### src/rtl/divisor_seq_if.sv
// Host-side bundle for the sequential divider: launch operands in,
// quotient/remainder and start/busy/done status out.
interface divisor_seq_if #(
    parameter int N = 8
);
    logic         start;
    logic         sinal;
    logic [N-1:0] dividendo;
    logic [N-1:0] divisor;
    logic [N-1:0] quociente;
    logic [N-1:0] resto;
    logic         busy;
    logic         done;
    logic         div_zero;

    modport master (
        output start, sinal, dividendo, divisor,
        input  quociente, resto, busy, done, div_zero
    );

    modport slave (
        input  start, sinal, dividendo, divisor,
        output quociente, resto, busy, done, div_zero
    );
endinterface

### src/rtl/divisor_seq.sv
// N-bit restoring shift-subtract divider, unsigned or two's-complement signed,
// one quotient bit per cycle with start/busy/done handshake and zero-divisor flag.
module divisor_seq #(
    parameter int N = 8
) (
    input  logic           clk,
    input  logic           rst_n,
    divisor_seq_if.slave   bus
);
    localparam int CW = $clog2(N + 1);

    typedef enum logic [2:0] {
        OCIOSO,
        CARGA,
        CALC,
        AJUSTE,
        FIM
    } state_t;

    state_t         r_state, w_state_next;
    logic           r_sinal, w_sinal_next;
    logic [N-1:0]   r_dvd, w_dvd_next;
    logic [N-1:0]   r_dvs, w_dvs_next;
    logic [N:0]     r_a, w_a_next;
    logic [N-1:0]   r_q, w_q_next;
    logic [N-1:0]   r_b, w_b_next;
    logic [CW-1:0]  r_cnt, w_cnt_next;
    logic           r_sq, w_sq_next;
    logic           r_sr, w_sr_next;
    logic [N-1:0]   r_quo, w_quo_next;
    logic [N-1:0]   r_rem, w_rem_next;
    logic           r_busy, w_busy_next;
    logic           r_done, w_done_next;
    logic           r_dz, w_dz_next;

    logic [N-1:0]   w_dvd_mag;
    logic [N-1:0]   w_dvs_mag;
    logic [N+1:0]   w_a_sh;
    logic           w_ge;
    logic [N:0]     w_trial;

    // Magnitudes are taken as N-bit unsigned, so -2^(N-1) maps to 2^(N-1) exactly.
    assign w_dvd_mag = (r_sinal && r_dvd[N-1]) ? -r_dvd : r_dvd;
    assign w_dvs_mag = (r_sinal && r_dvs[N-1]) ? -r_dvs : r_dvs;

    assign w_a_sh  = {r_a, r_q[N-1]};
    assign w_ge    = (w_a_sh >= {2'b00, r_b});
    assign w_trial = w_a_sh[N:0] - {1'b0, r_b};

    always_ff @(posedge clk or negedge rst_n) begin
        if (!rst_n) begin
            r_state <= OCIOSO;
            r_sinal <= 1'b0;
            r_dvd   <= '0;
            r_dvs   <= '0;
            r_a     <= '0;
            r_q     <= '0;
            r_b     <= '0;
            r_cnt   <= '0;
            r_sq    <= 1'b0;
            r_sr    <= 1'b0;
            r_quo   <= '0;
            r_rem   <= '0;
            r_busy  <= 1'b0;
            r_done  <= 1'b0;
            r_dz    <= 1'b0;
        end else begin
            r_state <= w_state_next;
            r_sinal <= w_sinal_next;
            r_dvd   <= w_dvd_next;
            r_dvs   <= w_dvs_next;
            r_a     <= w_a_next;
            r_q     <= w_q_next;
            r_b     <= w_b_next;
            r_cnt   <= w_cnt_next;
            r_sq    <= w_sq_next;
            r_sr    <= w_sr_next;
            r_quo   <= w_quo_next;
            r_rem   <= w_rem_next;
            r_busy  <= w_busy_next;
            r_done  <= w_done_next;
            r_dz    <= w_dz_next;
        end
    end

    always_comb begin
        w_state_next = r_state;
        w_sinal_next = r_sinal;
        w_dvd_next   = r_dvd;
        w_dvs_next   = r_dvs;
        w_a_next     = r_a;
        w_q_next     = r_q;
        w_b_next     = r_b;
        w_cnt_next   = r_cnt;
        w_sq_next    = r_sq;
        w_sr_next    = r_sr;
        w_quo_next   = r_quo;
        w_rem_next   = r_rem;
        w_busy_next  = r_busy;
        w_done_next  = 1'b0;
        w_dz_next    = r_dz;

        case (r_state)
            OCIOSO: begin
                if (bus.start) begin
                    w_dvd_next   = bus.dividendo;
                    w_dvs_next   = bus.divisor;
                    w_sinal_next = bus.sinal;
                    w_dz_next    = 1'b0;
                    w_state_next = CARGA;
                end
            end
            CARGA: begin
                w_sq_next   = r_sinal & (r_dvd[N-1] ^ r_dvs[N-1]);
                w_sr_next   = r_sinal & r_dvd[N-1];
                w_a_next    = '0;
                w_q_next    = w_dvd_mag;
                w_b_next    = w_dvs_mag;
                w_cnt_next  = CW'(N);
                w_busy_next = 1'b1;
                if (w_dvs_mag == '0) begin
                    w_quo_next   = '1;
                    w_rem_next   = r_dvd;
                    w_state_next = FIM;
                end else begin
                    w_state_next = CALC;
                end
            end
            CALC: begin
                w_a_next   = w_ge ? w_trial : w_a_sh[N:0];
                w_q_next   = {r_q[N-2:0], w_ge};
                w_cnt_next = r_cnt - CW'(1);
                if (r_cnt == CW'(1)) begin
                    w_state_next = AJUSTE;
                end
            end
            AJUSTE: begin
                w_quo_next   = r_sq ? -r_q : r_q;
                w_rem_next   = r_sr ? -r_a[N-1:0] : r_a[N-1:0];
                w_done_next  = 1'b1;
                w_busy_next  = 1'b0;
                w_state_next = FIM;
            end
            FIM: begin
                // B stays zero only on the zero-divisor path, which publishes here.
                if (r_b == '0) begin
                    w_done_next = 1'b1;
                    w_busy_next = 1'b0;
                    w_dz_next   = 1'b1;
                end
                w_state_next = OCIOSO;
            end
            default: begin
                w_state_next = OCIOSO;
            end
        endcase
    end

    assign bus.quociente = r_quo;
    assign bus.resto     = r_rem;
    assign bus.busy      = r_busy;
    assign bus.done      = r_done;
    assign bus.div_zero  = r_dz;
endmodule

### src/flat_wrapper.sv
// flat-port wrapper written by rule: the top's interface ports become plain ports
module divisor_seq_flat 
#(
    parameter int N = 8
)
  (clk, rst_n, bus_start, bus_sinal, bus_dividendo, bus_divisor, bus_quociente, bus_resto, bus_busy, bus_done, bus_div_zero);
  divisor_seq_if #(.N(N)) bus_i ();
  input  logic clk;
  input  logic rst_n;
  input wire logic [$bits(bus_i.start)-1:0] bus_start;
  input wire logic [$bits(bus_i.sinal)-1:0] bus_sinal;
  input wire logic [$bits(bus_i.dividendo)-1:0] bus_dividendo;
  input wire logic [$bits(bus_i.divisor)-1:0] bus_divisor;
  output wire logic [$bits(bus_i.quociente)-1:0] bus_quociente;
  output wire logic [$bits(bus_i.resto)-1:0] bus_resto;
  output wire logic [$bits(bus_i.busy)-1:0] bus_busy;
  output wire logic [$bits(bus_i.done)-1:0] bus_done;
  output wire logic [$bits(bus_i.div_zero)-1:0] bus_div_zero;
  assign bus_i.start = bus_start;
  assign bus_i.sinal = bus_sinal;
  assign bus_i.dividendo = bus_dividendo;
  assign bus_i.divisor = bus_divisor;
  assign bus_quociente = bus_i.quociente;
  assign bus_resto = bus_i.resto;
  assign bus_busy = bus_i.busy;
  assign bus_done = bus_i.done;
  assign bus_div_zero = bus_i.div_zero;
  divisor_seq #(.N(N)) u_core (.clk(clk), .rst_n(rst_n), .bus(bus_i));
endmodule
### config.mk
export PLATFORM = sky130hd
export DESIGN_NAME = divisor_seq_flat
export DESIGN_NICKNAME = d
export VERILOG_FILES = /design/src/rtl/divisor_seq_if.sv /design/src/rtl/divisor_seq.sv /design/src/flat_wrapper.sv
export SDC_FILE = /design/constraint.sdc
export NUM_CORES = 1
export LEC_CHECK = 0
export CORE_ASPECT_RATIO = 0.9
export CORE_UTILIZATION = 55
export CTS_BUF_LIST = sky130_fd_sc_hd__clkbuf_2 sky130_fd_sc_hd__clkbuf_4 sky130_fd_sc_hd__clkbuf_8
export CTS_CLUSTER_DIAMETER = 60
export CTS_CLUSTER_SIZE = 40
export DETAILED_ROUTE_END_ITERATION = 6
export PLACE_DENSITY = 0.81
export RECOVER_POWER = 100
export REMOVE_ABC_BUFFERS = 1
export SETUP_SLACK_MARGIN = 0.3
export SLEW_MARGIN = 10
export SYNTH_ARGS = -nofsm -noshare
export SYNTH_HDL_FRONTEND = slang
export SYNTH_SLANG_ARGS = --single-unit
### constraint.sdc
create_clock -name clk -period 3.42 [get_ports clk]
set_clock_uncertainty 0.1 [all_clocks]
set_input_delay 0.513 -clock clk [delete_from_list [all_inputs] [get_ports clk]]
set_output_delay 0.513 -clock clk [all_outputs]
set_load 0.02 [all_outputs]
# After elaboration in Yosys (flattened, before gate mapping)
# Index checks and enable logic that the tools add are counted.
dict set report op_classes {
  muxes 23
  n_addsub 6
  reduce_logical 14
  magnitude_cmp 1
  n_eq_ne 9
  bitwise_logic 3
}
# cell n
set op_table {}
lappend op_table {{8-bit 2-to-1 mux} 6}
lappend op_table {{8-bit one-hot mux with 2 select lines} 3}
lappend op_table {{8-bit negation} 4}
lappend op_table {{9-bit one-hot mux with 2 select lines} 1}
lappend op_table {{8-bit logical NOT} 2}
lappend op_table {{3-bit one-hot mux with 4 select lines} 1}
lappend op_table {{10-bit by 8-bit greater-or-equal comparator with 1-bit output} 1}
lappend op_table {{3-bit 2-to-1 mux} 3}
lappend op_table {{9-bit 2-to-1 mux} 1}
lappend op_table {{9-bit by 8-bit subtractor with 9-bit output} 1}
lappend op_table {{4-bit one-hot mux with 2 select lines} 1}
lappend op_table {{2-bit AND reduction} 4}
lappend op_table {{3-bit by 2-bit equality test with 1-bit output (second input constant)} 2}
lappend op_table {{2-bit by 1-bit inequality test with 1-bit output (second input constant)} 3}
lappend op_table {{2-bit nonzero test} 3}
lappend op_table {{4-bit by 1-bit equality test with 1-bit output (second input constant)} 1}
lappend op_table {{1-bit 2-to-1 mux} 4}
lappend op_table {{1-bit one-hot mux with 2 select lines} 2}
lappend op_table {{4-bit by 1-bit subtractor with 4-bit output (second input constant)} 1}
lappend op_table {{3-bit by 1-bit equality test with 1-bit output (second input constant)} 1}
lappend op_table {{3-bit equality test (second input constant)} 1}
lappend op_table {{3-bit logical NOT} 1}
lappend op_table {{1-bit one-hot mux with 3 select lines} 1}
lappend op_table {{3-bit AND reduction} 1}
lappend op_table {{other kinds (5)} 7}
dict set report totals {
  register_bits 70
  out_inout_bits 19
  elab_cells 71
}

# Depth between registers and ports, before layout
# Gate-level depths: netlist of the first run.
dict set report logic_depth {
  word_depth 5
  mapped_depth 10
  depth_no_buf 9
}

# Worst setup path before layout of the first run
# Ideal clock, no wire load.
dict set report synth_timing {
  path_kind {reg-to-reg}
  startpoint {register u_core.r_q[7]}
  endpoint {register u_core.r_a[1]}
  setup_time_ps 126
  n_path_buf 1
  arrival_ps 2414
  path_slack_ps 779
  stages_incl_launch_ff 11
  path_cell_list {dfrtp_1 -> inv_1 -> ha_1 -> inv_1 -> fa_1 -> a21o_1 -> a221oi_1 -> o31ai_1 -> or2_0 -> buf_2 -> a311o_1}
}
dict set report synth_between {
  elab_chain_len 3
  elab_cells_between_ends 4
  classes_between {add/sub (1); order compare (1); mux (2)}
}
# item line
set synth_rtl {}
lappend synth_rtl {{start, declared} divisor_seq.sv:25} ;# logic [N-1:0] r_q, w_q_next;
lappend synth_rtl {{start signal, assigned} divisor_seq.sv:73} ;# r_q <= w_q_next;
lappend synth_rtl {{9-bit by 8-bit subtractor with 9-bit output / 10-bit by 8-bit greater-or-equal comparator with 1-bit output (equally long branches)} {divisor_seq.sv:48, divisor_seq.sv:47}}
lappend synth_rtl {{9-bit 2-to-1 mux (*)} divisor_seq.sv:130} ;# w_a_next = w_ge ? w_trial : w_a_sh[N:0];
lappend synth_rtl {{9-bit one-hot mux with 2 select lines (*)} divisor_seq.sv:103} ;# case (r_state)
lappend synth_rtl {{end signal, assigned} divisor_seq.sv:72} ;# r_a <= w_a_next;
lappend synth_rtl {{end, declared} divisor_seq.sv:24} ;# logic [N:0] r_a, w_a_next;
# Mark *: on every way between the ends. The rest lies on a longest branch, timed or not.
# A chain may end at the register's enable or synchronous reset.

# Worst setup path after layout of the first run
# Ends and elaborated chain as after synthesis.

==> run_results.csv, run 1 <==
group,metric,value,unit
setup_path,cp_common_cell,"inv_1",
global_route,grt_first_pass_wirelength,15020,um
logic_synthesis,synth_commonest_cells,"dfrtp_1, nand2_1, o21ai_0",
sta,slew_headroom,-0.4314,
setup_path,cp_top_family,"compound AO/OA/AOI/OAI gates",
power_and_ir_drop,switching_power,2.211,mW
sta,rsz0062_at_grt,"no",
outcome,status,"finished, violations left",
logic_synthesis,synth_area_per_cell,9.584,um2
sta,finalCritPeriodShare,0.8665,
logic_synthesis,synth_area_leaders,"dfrtp_1, nand2_1, ha_1, xnor2_1, o21ai_0",
sta,fmax,337.5,MHz
sta,setup_tns,0,ns
logic_synthesis,synth-async-reset-ratio,1.000,
routing,drt_iter0_drc,307,
floorplanning,die_h,81.50,um
global_route,grt_pass1_vias,3134,
placed_design,portBuffers,38,
logic_synthesis,yosysWarnings,0,
power_and_ir_drop,p_int,2.613,mW
logic_synthesis,synth_flop_cell,"dfrtp_1",
logic_synthesis,synth-seq-area-share,0.4535,
power_and_ir_drop,ir_drop,0.5350,mV
placed_design,place_hpwl,6672,um
clock_tree,post-cts-setup-buffers,0,
clock_tree,clockBufferDepth,2,
power_and_ir_drop,fin_total_pwr,4.824,mW
routing,via_count,3301,
routing,drc,0,
clock_tree,clk_pin_slew,0.07,ns
setup_path,cp-end-kind,"flip-flop",
power_and_ir_drop,p_per_area,1086,nW/um2
routing,wire_per_inst,17.40,um
routing,finalWirelength,9276,um
cells_and_area,final_area,4441,um2
floorplanning,rows,28,
logic_synthesis,synth_area_leader_cell,"dfrtp_1",
routing,viasPerCell,6.193,
worst_hold_path,hold_path.class,"reg -> reg",
clock_tree,cts_hold_buf,0,
setup_path,critical_path_required,3.55,ns
placed_design,placed_area,4324,um2
clock_tree,htreeDepth,3,
cells_and_area,n_antenna_cell,0,
logic_synthesis,yosysMostFrequentCell,"dfrtp_1",
placed_design,place.gp.congestion,0.9134,
sta,worst_pin_slew,2.147,ns
sta,period_needed,2.963,ns
clock_tree,cts_resized,0,
cells_and_area,num-nets-final,475,
run,max-cap-violations,1,
setup_path,path_max_fanout,7,
cells_and_area,syn_to_final_growth,14.97,%
floorplanning,start_util,0.5772,
logic_synthesis,netlist_area,3862,um2
setup_path,cp_data_arrival_time,3.09,ns
clock_tree,cts_tree,"yes",
sta,drv_slew,41,
routing,first_pass_iters,5,
floorplanning,ios,39,
setup_path,crit_chain,"inv_1, ha_1, inv_1, fa_1, a21o_1, a221oi_1, o31ai_1, or2_0, a311o_1",
global_route,grt_util_all_layers,0.2663,
clock_tree,clkLatencyLatePin,0.35,ns
logic_synthesis,netlist.area_leader.share,0.4535,
logic_synthesis,synthesis.instances,403,
power_and_ir_drop,switching_share,0.4583,
clock_tree,cts_sinks,70,
logic_synthesis,synth_edf_count,0,
setup_path,slowest_delay,0.45,ns
floorplanning,core,6691,um2
global_route,grt_max_degree,41,
routing,ant_nets,0,
logic_synthesis,synth_seq_cells,70,
global_route,grt_overflow,0,
power_and_ir_drop,p_leak,1.914,nW
cells_and_area,drive_gt1_frac,0.06095,
power_and_ir_drop,power_frac_comb,0.528,
logic_synthesis,synth.distinct_cells,54,
floorplanning,dieWidth,90.34,um
clock_tree,cts_buffers,9,
power_and_ir_drop,p_clk_frac,0.120,
power_and_ir_drop,p_seq_frac,0.352,
sta,final-setup-viol-count,0,
setup_path,path_buf_inv,2,
setup_path,start_kind,"flip-flop",
sta,report.final.hold_viol_count,0,
clock_tree,clockRootBuffer,"clkbuf_8",
global_route,antenna_found_initial,0,
floorplanning,die-area,7362,um2
outcome,failed_checks,"max-capacitance violations, max-slew violations",
setup_path,crit_type,"reg -> reg",
setup_path,crit_slowest_cell,"fa_1",
## per-layer routing
layer  share of wire  global-route usage
met5               0                   0
met4           0.013             0.09355
met3           0.078             0.08426
met2            0.47              0.4427
met1            0.44              0.3327
## layout by cell type (no fill, tap or decap), types with 3 or more instances in the layout
| cell | netlist | final |
|---|---|---|
| nor2b_1 | 4 | 4 |
| mux2i_1 | 5 | 5 |
| o211ai_1 | 9 | 9 |
| nor3_1 | 10 | 10 |
| o31ai_1 | 8 | 8 |
| ha_1 | 14 | 14 |
| a31oi_1 | 3 | 3 |
| o21ai_0 | 31 | 31 |
| a21oi_1 | 19 | 19 |
| nand2_1 | 48 | 48 |
| a2bb2oi_1 | 8 | 8 |
| xnor2_1 | 19 | 19 |
| mux2_2 | 11 | 11 |
| xor2_1 | 8 | 8 |
| clkbuf_1 | 12 | 9 |
| nor2_1 | 19 | 19 |
| clkdlybuf4s50_1 | 0 | 18 |
| a22oi_1 | 8 | 8 |
| nor4b_1 | 3 | 3 |
| inv_1 | 26 | 26 |
| o22ai_1 | 16 | 16 |
| nand3_1 | 5 | 5 |
| clkbuf_8 | 0 | 10 |
| dlygate4sd3_1 | 0 | 19 |
| dfrtp_1 | 70 | 70 |
## through the flow
step | util | instances | hold slack (ns) | setup WS (ns)
floorplan | - | 383 | 0.1174 | 0.5818
global placement | 0.6462 | 519 | 0.3637 | 0.6450
detailed placement | 0.6462 | 519 | 0.3780 | 0.5036
CTS | 0.6705 | 533 | 0.2115 | 0.4915
global route | 0.6636 | 533 | 0.4047 | 0.3256
finish | 0.6636 | 533 | 0.3886 | 0.4566
## final timing paths
check,from,slack [ns],cells past startpoint,endpoint
max,u_core.r_q[7],0.46,9,u_core.r_a[1]
min,u_core.r_cnt[3],0.39,1,u_core.r_cnt[3]
max reg2reg,u_core.r_q[7],0.46,9,u_core.r_a[1]
min reg2reg,u_core.r_cnt[3],0.39,1,u_core.r_cnt[3]
max in group asynchronous,rst_n,0.82,2,u_core.bus.resto[0]
min in group asynchronous,rst_n,0.68,1,u_core.r_cnt[2]
## logic make-up after synthesis
kind of cell,after synthesis,share of synthesized area
xor+xnor,27,0.06123
simple gates,107,0.1331
buf+inv,46,0.05021
fa+ha+maj,15,0.05054
flops,70,0.4535
compound gates,122,0.2064
mux,16,0.04503
## worst reg2reg max path: cells and delay by family (launching register included)
family,cells,cell delay [ns]
AO/OA/AOI/OAI,4,1.18
adder cells (fa/ha/maj),2,0.63
buffers and inverters,2,0.18
flip-flops,1,0.37
AND/OR/NAND/NOR,1,0.38
## sequential cells by signal (all words and copies together) (netlist names)
register / flops
u_core.r_sr: 1
u_core.r_a: 9
u_core.r_state: 3
u_core.r_sinal: 1
u_core.r_cnt: 4
u_core.bus.busy: 1
u_core.bus.quociente: 8
u_core.r_sq: 1
u_core.bus.div_zero: 1
u_core.r_dvs: 8
u_core.bus.done: 1
u_core.r_dvd: 8
u_core.r_q: 8
u_core.bus.resto: 8
u_core.r_b: 8
## power groups by stage
stage / Combinational, mW / Sequential, mW / Clock (mW)
6_report: 2.55 / 1.70 / 0.581
4_1_cts: 2.59 / 1.69 / 0.593
3_5_place_dp: 2.58 / 1.70 / 0
3_3_place_gp: 2.49 / 1.67 / 0
2_1_floorplan: 1.74 / 1.67 / 0
5_1_grt: 2.82 / 1.74 / 0.621
## final cells by class
cell class	count	area, um2
clock inverter	2	10.01
clock buffer	12	152.6
fill	542	2251
inverter	26	97.59
sequential	70	1752
multi-input combinational	287	1912
timing repair buffer	46	404.1
tap	90	112.6
No activity file was read; power rests on OpenSTA's default activity.
==> run 2: changes to the inputs <==
Settings changed: CORE_UTILIZATION 55 to 32, GPL_ROUTABILITY_DRIVEN from default to 1, PLACE_DENSITY 0.81 to 0.54.
==> run 2 against run 1 <==
Net effect: the flow still finishes with violations (max-capacitance violations, max-slew violations); first-iteration DRC count shrank 42%; setup slack gained 0.040 ns; critical path depth is the same; combinational power is essentially flat; non-clock buffer count grew 1; sequential share of layout area shrank 0.83 points; critical endpoint unchanged.
==> run_results.csv, run 2 (synthesis results as in run 1) <==
group,metric,value,unit
sta,rsz0062_at_grt,"no",
placed_design,dp_cells,586,
clock_tree,cts_tree,"yes",
global_route,grt_max_degree,36,
run,max-cap-violations,1,
sta,drv_slew,36,
power_and_ir_drop,p_per_area,1062,nW/um2
clock_tree,clkLatencyLatePin,0.35,ns
setup_path,crit_type,"reg -> reg",
global_route,antenna_found_initial,0,
setup_path,slowest_delay,0.45,ns
power_and_ir_drop,p_leak,1.925,nW
cells_and_area,syn_to_final_growth,17.43,%
power_and_ir_drop,ir_drop,0.3807,mV
setup_path,cp-end-kind,"flip-flop",
routing,m1WireLength,4953,um
routing,ant_nets,0,
clock_tree,post-cts-setup-buffers,0,
cells_and_area,regMostFlops,"u_core.r_a",
floorplanning,ios,39,
worst_hold_path,hold_path.class,"reg -> reg",
routing,routed-wl-met3,372,um
clock_tree,htreeDepth,3,
cells_and_area,drive_gt1_frac,0.06742,
cells_and_area,final_cells,601,
floorplanning,core,11570,um2
routing,first_pass_iters,5,
sta,setup_tns,0,ns
routing,wire_per_inst,15.85,um
setup_path,critical_path_required,3.56,ns
floorplanning,start_util,0.3337,
clock_tree,cts_resized,0,
cells_and_area,num-nets-final,476,
setup_path,cp_common_cell,"inv_1",
global_route,grt_util_all_layers,0.1671,
sta,fmax,342.0,MHz
routing,via_count,3089,
setup_path,cp_data_arrival_time,3.06,ns
cells_and_area,fill_cells,1213,
sta,report.final.hold_viol_count,0,
floorplanning,die-area,12510,um2
sta,finalCritPeriodShare,0.8549,
cells_and_area,final_common_cell,"dfrtp_1",
setup_path,crit_chain,"inv_1, ha_1, inv_1, fa_1, a21o_1, a221oi_1, o31ai_1, or2_0, a311o_1",
clock_tree,clockBufferDepth,2,
placed_design,place_hpwl,6904,um
sta,slew_headroom,-0.2665,
floorplanning,die_h,106.2,um
routing,dr.max_layer_used,"met4",
routing,drt_iter0_drc,178,
sta,worst_pin_slew,1.900,ns
clock_tree,cts_sinks,70,
global_route,grt_overflow,0,
routing,finalWirelength,9527,um
cells_and_area,n_antenna_cell,0,
power_and_ir_drop,fin_total_pwr,4.816,mW
routing,drc,0,
floorplanning,rows,37,
placed_design,place.gp.congestion,0.8282,
sta,hold_ws,0.3835,ns
sta,setup_ws,0.4962,ns
outcome,status,"finished, violations left",
global_route,grt_first_pass_wirelength,16380,um
routing,viasPerCell,5.140,
cells_and_area,largest_reg_flops,9,
placed_design,place_ws,0.5319,ns
global_route,grt_pass1_vias,3109,
setup_path,path_max_fanout,7,
clock_tree,clk_pin_slew,0.07,ns
clock_tree,clockRootBuffer,"clkbuf_8",
floorplanning,dieWidth,117.8,um
cells_and_area,layout_common_cells,"dfrtp_1, nand2_1, o21ai_0, inv_1",
placed_design,portBuffers,38,
outcome,failed_checks,"max-capacitance violations, max-slew violations",
sta,final-setup-viol-count,0,
clock_tree,cts_hold_buf,0,
setup_path,start_kind,"flip-flop",
clock_tree,cts_buffers,9,
routing,wl_met2,4107,um
sta,period_needed,2.924,ns
setup_path,crit_slowest_cell,"fa_1",
run 2: cell types whose count changed in the layout (fill, tap and decap cells not counted):
cell      before  now
clkbuf_4       2    4
clkbuf_8      10    9
buf_4          0    2
clkbuf_1       9    8
run 2: layout make-up:
class,instances,area [um2],area share
Sequential cell,70,1752,0.3862
Tap cell,156,195.2,0.04303
Timing Repair Buffer,47,415.4,0.09159
Multi-Input combinational cell,287,1912,0.4215
Inverter,26,97.59,0.02152
Clock buffer,13,153.9,0.03393
Clock inverter,2,10.01,0.002207
run 2: through the flow:
step                      area (um2)    util
final                           4536  0.3919
after detailed placement        4414  0.3814
after CTS                       4578  0.3956
after global routing            4536  0.3919
after global placement          4414  0.3814
after floorplan                 3766       -
run 2: where the power goes:
part / internal (mW) / switching [mW] / total [mW] / leakage, nW
registers: 1.21 / 0.464 / 1.68 / 0.870
logic: 1.12 / 1.42 / 2.54 / 0.964
clock network: 0.290 / 0.306 / 0.596 / 0.0909
total: 2.63 / 2.19 / 4.82 / 1.92
run 2: worst max-delay path: cells and delay by family (launching register included):
kind | cells | cell delay, ns
AOI/OAI and AO/OA | 4 | 1.14
buffers and inverters | 2 | 0.18
DFF | 1 | 0.38
and+or+nand+nor | 1 | 0.37
adders and majority gates | 2 | 0.63
run 2: layer usage:
layer  up-vias  GRT usage
li1       1535          -
met2        56     0.2513
met1      1490     0.2411
met3         8    0.03755
met4         0    0.04212
met5         -          0
run 2: worst paths after layout:
path	startpoint	end	slack (ns)	cells after the start
setup / recovery	u_core.r_q[7]	u_core.r_a[1]	0.50	9
hold / removal	u_core.r_cnt[3]	u_core.r_cnt[3]	0.38	1
setup reg to reg	u_core.r_q[7]	u_core.r_a[1]	0.50	9
hold reg to reg	u_core.r_cnt[3]	u_core.r_cnt[3]	0.38	1
max in group asynchronous	rst_n	u_core.r_q[5]	0.94	2
min in group asynchronous	rst_n	u_core.r_dvd[1]	0.58	1
==> run 3: changes to the inputs <==
Settings changed: CORE_ASPECT_RATIO 0.9 to default.
==> run 3 against run 2 <==
Net effect: the run still ends with max-capacitance violations, max-slew violations left; utilization grew 0.17 points; sequential cell count is the same; largest cell class unchanged; global-route usage shrank 0.29 points; register-to-register slack gained 0.06 ns; critical path depth is the same; worst hold slack gained 0.0094 ns.
==> run_results.csv, run 3 (synthesis results as in run 1) <==
group,metric,value,unit
routing,m1WireLength,4816,um
routing,dr.max_layer_used,"met4",
cells_and_area,regMostFlops,"u_core.r_a",
setup_path,path_buf_inv,2,
clock_tree,cts_sinks,70,
floorplanning,die_h,111.9,um
setup_path,slowest_delay,0.45,ns
routing,viasPerCell,5.333,
cells_and_area,n_antenna_cell,0,
sta,rsz0062_at_grt,"no",
sta,worst_pin_slew,1.812,ns
clock_tree,htreeDepth,3,
clock_tree,clockRootBuffer,"clkbuf_8",
setup_path,crit_type,"reg -> reg",
clock_tree,clk_pin_slew,0.08,ns
sta,fmax,348.9,MHz
cells_and_area,fill_cells,1167,
setup_path,start_kind,"flip-flop",
cells_and_area,ff_latch_area,1752,um2
setup_path,critical_path_required,3.55,ns
global_route,antenna_found_initial,0,
setup_path,path_max_fanout,7,
clock_tree,cts_hold_buf,0,
global_route,grt_util_all_layers,0.1642,
routing,drt_iter0_drc,229,
placed_design,portBuffers,38,
floorplanning,ios,39,
routing,via_count,3136,
routing,wire_per_inst,16.39,um
power_and_ir_drop,ir_drop,0.3226,mV
global_route,grt_max_degree,39,
power_and_ir_drop,p_per_area,1088,nW/um2
sta,report.final.hold_viol_count,0,
floorplanning,rows,39,
cells_and_area,final_cells,588,
routing,ant_nets,0,
placed_design,place_ws,0.5383,ns
global_route,grt_pass1_vias,3188,
routing,first_pass_iters,4,
routing,drc,0,
setup_path,cp-end-kind,"flip-flop",
sta,hold_ws,0.3928,ns
placed_design,dp_cells,572,
setup_path,cp_top_family,"compound AO/OA/AOI/OAI gates",
floorplanning,core,11610,um2
cells_and_area,final_common_cell,"dfrtp_1",
floorplanning,start_util,0.3326,
setup_path,cp_common_cell,"inv_1",
run,max-cap-violations,1,
sta,slew_headroom,-0.2077,
routing,routed-wl-met3,330,um
cells_and_area,drive_gt1_frac,0.07191,
placed_design,place_hpwl,6957,um
setup_path,cp_data_arrival_time,2.99,ns
cells_and_area,num-nets-final,475,
sta,finalCritPeriodShare,0.8381,
floorplanning,die-area,12510,um2
global_route,grt_overflow,0,
sta,setup_tns,0,ns
sta,setup_ws,0.5536,ns
floorplanning,dieWidth,111.9,um
setup_path,crit_chain,"inv_1, ha_1, inv_1, fa_1, a21o_1, a221oi_1, o31ai_1, or2_0, a311o_1",
sta,final-setup-viol-count,0,
clock_tree,clkLatencyLatePin,0.35,ns
power_and_ir_drop,p_leak,1.946,nW
routing,wl_met2,4388,um
routing,finalWirelength,9639,um
global_route,grt_first_pass_wirelength,16300,um
worst_hold_path,hold_path.class,"reg -> reg",
cells_and_area,layout_common_cells,"dfrtp_1, nand2_1, o21ai_0, inv_1",
clock_tree,clockBufferDepth,2,
cells_and_area,syn_to_final_growth,18.33,%
outcome,failed_checks,"max-capacitance violations, max-slew violations",
sta,drv_slew,34,
setup_path,crit_slowest_cell,"fa_1",
placed_design,place.gp.congestion,0.8077,
clock_tree,cts_buffers,9,
cells_and_area,largest_reg_flops,9,
cells_and_area,multi_input_area,1912,um2
clock_tree,cts_tree,"yes",
outcome,status,"finished, violations left",
sta,period_needed,2.866,ns
-- run 3: changes by cell type in the layout (fill, tap and decap cells not counted), sizes merged --
| cell | previous run | this run |
|---|---|---|
| clkbuf | 21 | 17 |
| clkinvlp | 0 | 1 |
| bufinv | 0 | 2 |
| clkinv | 2 | 3 |
-- run 3: per-layer routing --
layer | track usage | vias up
li1 | - | 1527
met1 | 0.2358 | 1531
met2 | 0.2480 | 67
met3 | 0.02450 | 11
met4 | 0.06396 | 0
met5 | 0 | -
-- run 3: repair_timing --
item	in CTS	in global routing
buffers inserted	0	0
gates resized for setup	0	1
setup endpoints to repair	0	1
-- run 3: where the power goes --
| part | internal, mW | switching, mW | total, mW |
|---|---|---|---|
| logic | 1.12 | 1.43 | 2.55 |
| registers | 1.21 | 0.462 | 1.67 |
| clock network | 0.418 | 0.325 | 0.743 |
| total | 2.75 | 2.22 | 4.97 |
-- run 3: final timing paths --
path                                  from                       to  slack, ns  depth (start not counted)
setup / recovery             u_core.r_q[7]            u_core.r_a[1]       0.55                          9
hold / removal             u_core.r_cnt[3]          u_core.r_cnt[3]       0.39                          1
setup reg to reg             u_core.r_q[7]            u_core.r_a[1]       0.55                          9
hold reg to reg            u_core.r_cnt[3]          u_core.r_cnt[3]       0.39                          1
max in group asynchronous            rst_n          u_core.r_dvs[3]       0.91                          2
min in group asynchronous            rst_n  u_core.bus.quociente[0]       0.54                          1
-- run 3: metrics by stage --
stage / utilization / power [mW] / cell area [um2]
2_1_floorplan: - / 3.413 / 3766
3_3_place_gp: 0.3791 / 4.263 / 4403
3_5_place_dp: 0.3791 / 4.314 / 4403
4_1_cts: 0.3979 / 5.081 / 4621
5_1_grt: 0.3936 / 5.399 / 4571
6_report: 0.3936 / 4.971 / 4571
-- run 3: cell type report --
class	count	area share
multi-input cells	287	0.4183
flip-flops and latches	70	0.3832
repair buffers	46	0.09034
well taps	143	0.03915
clock buffers	10	0.02874
inverters	26	0.02135
clock inverters	6	0.01889
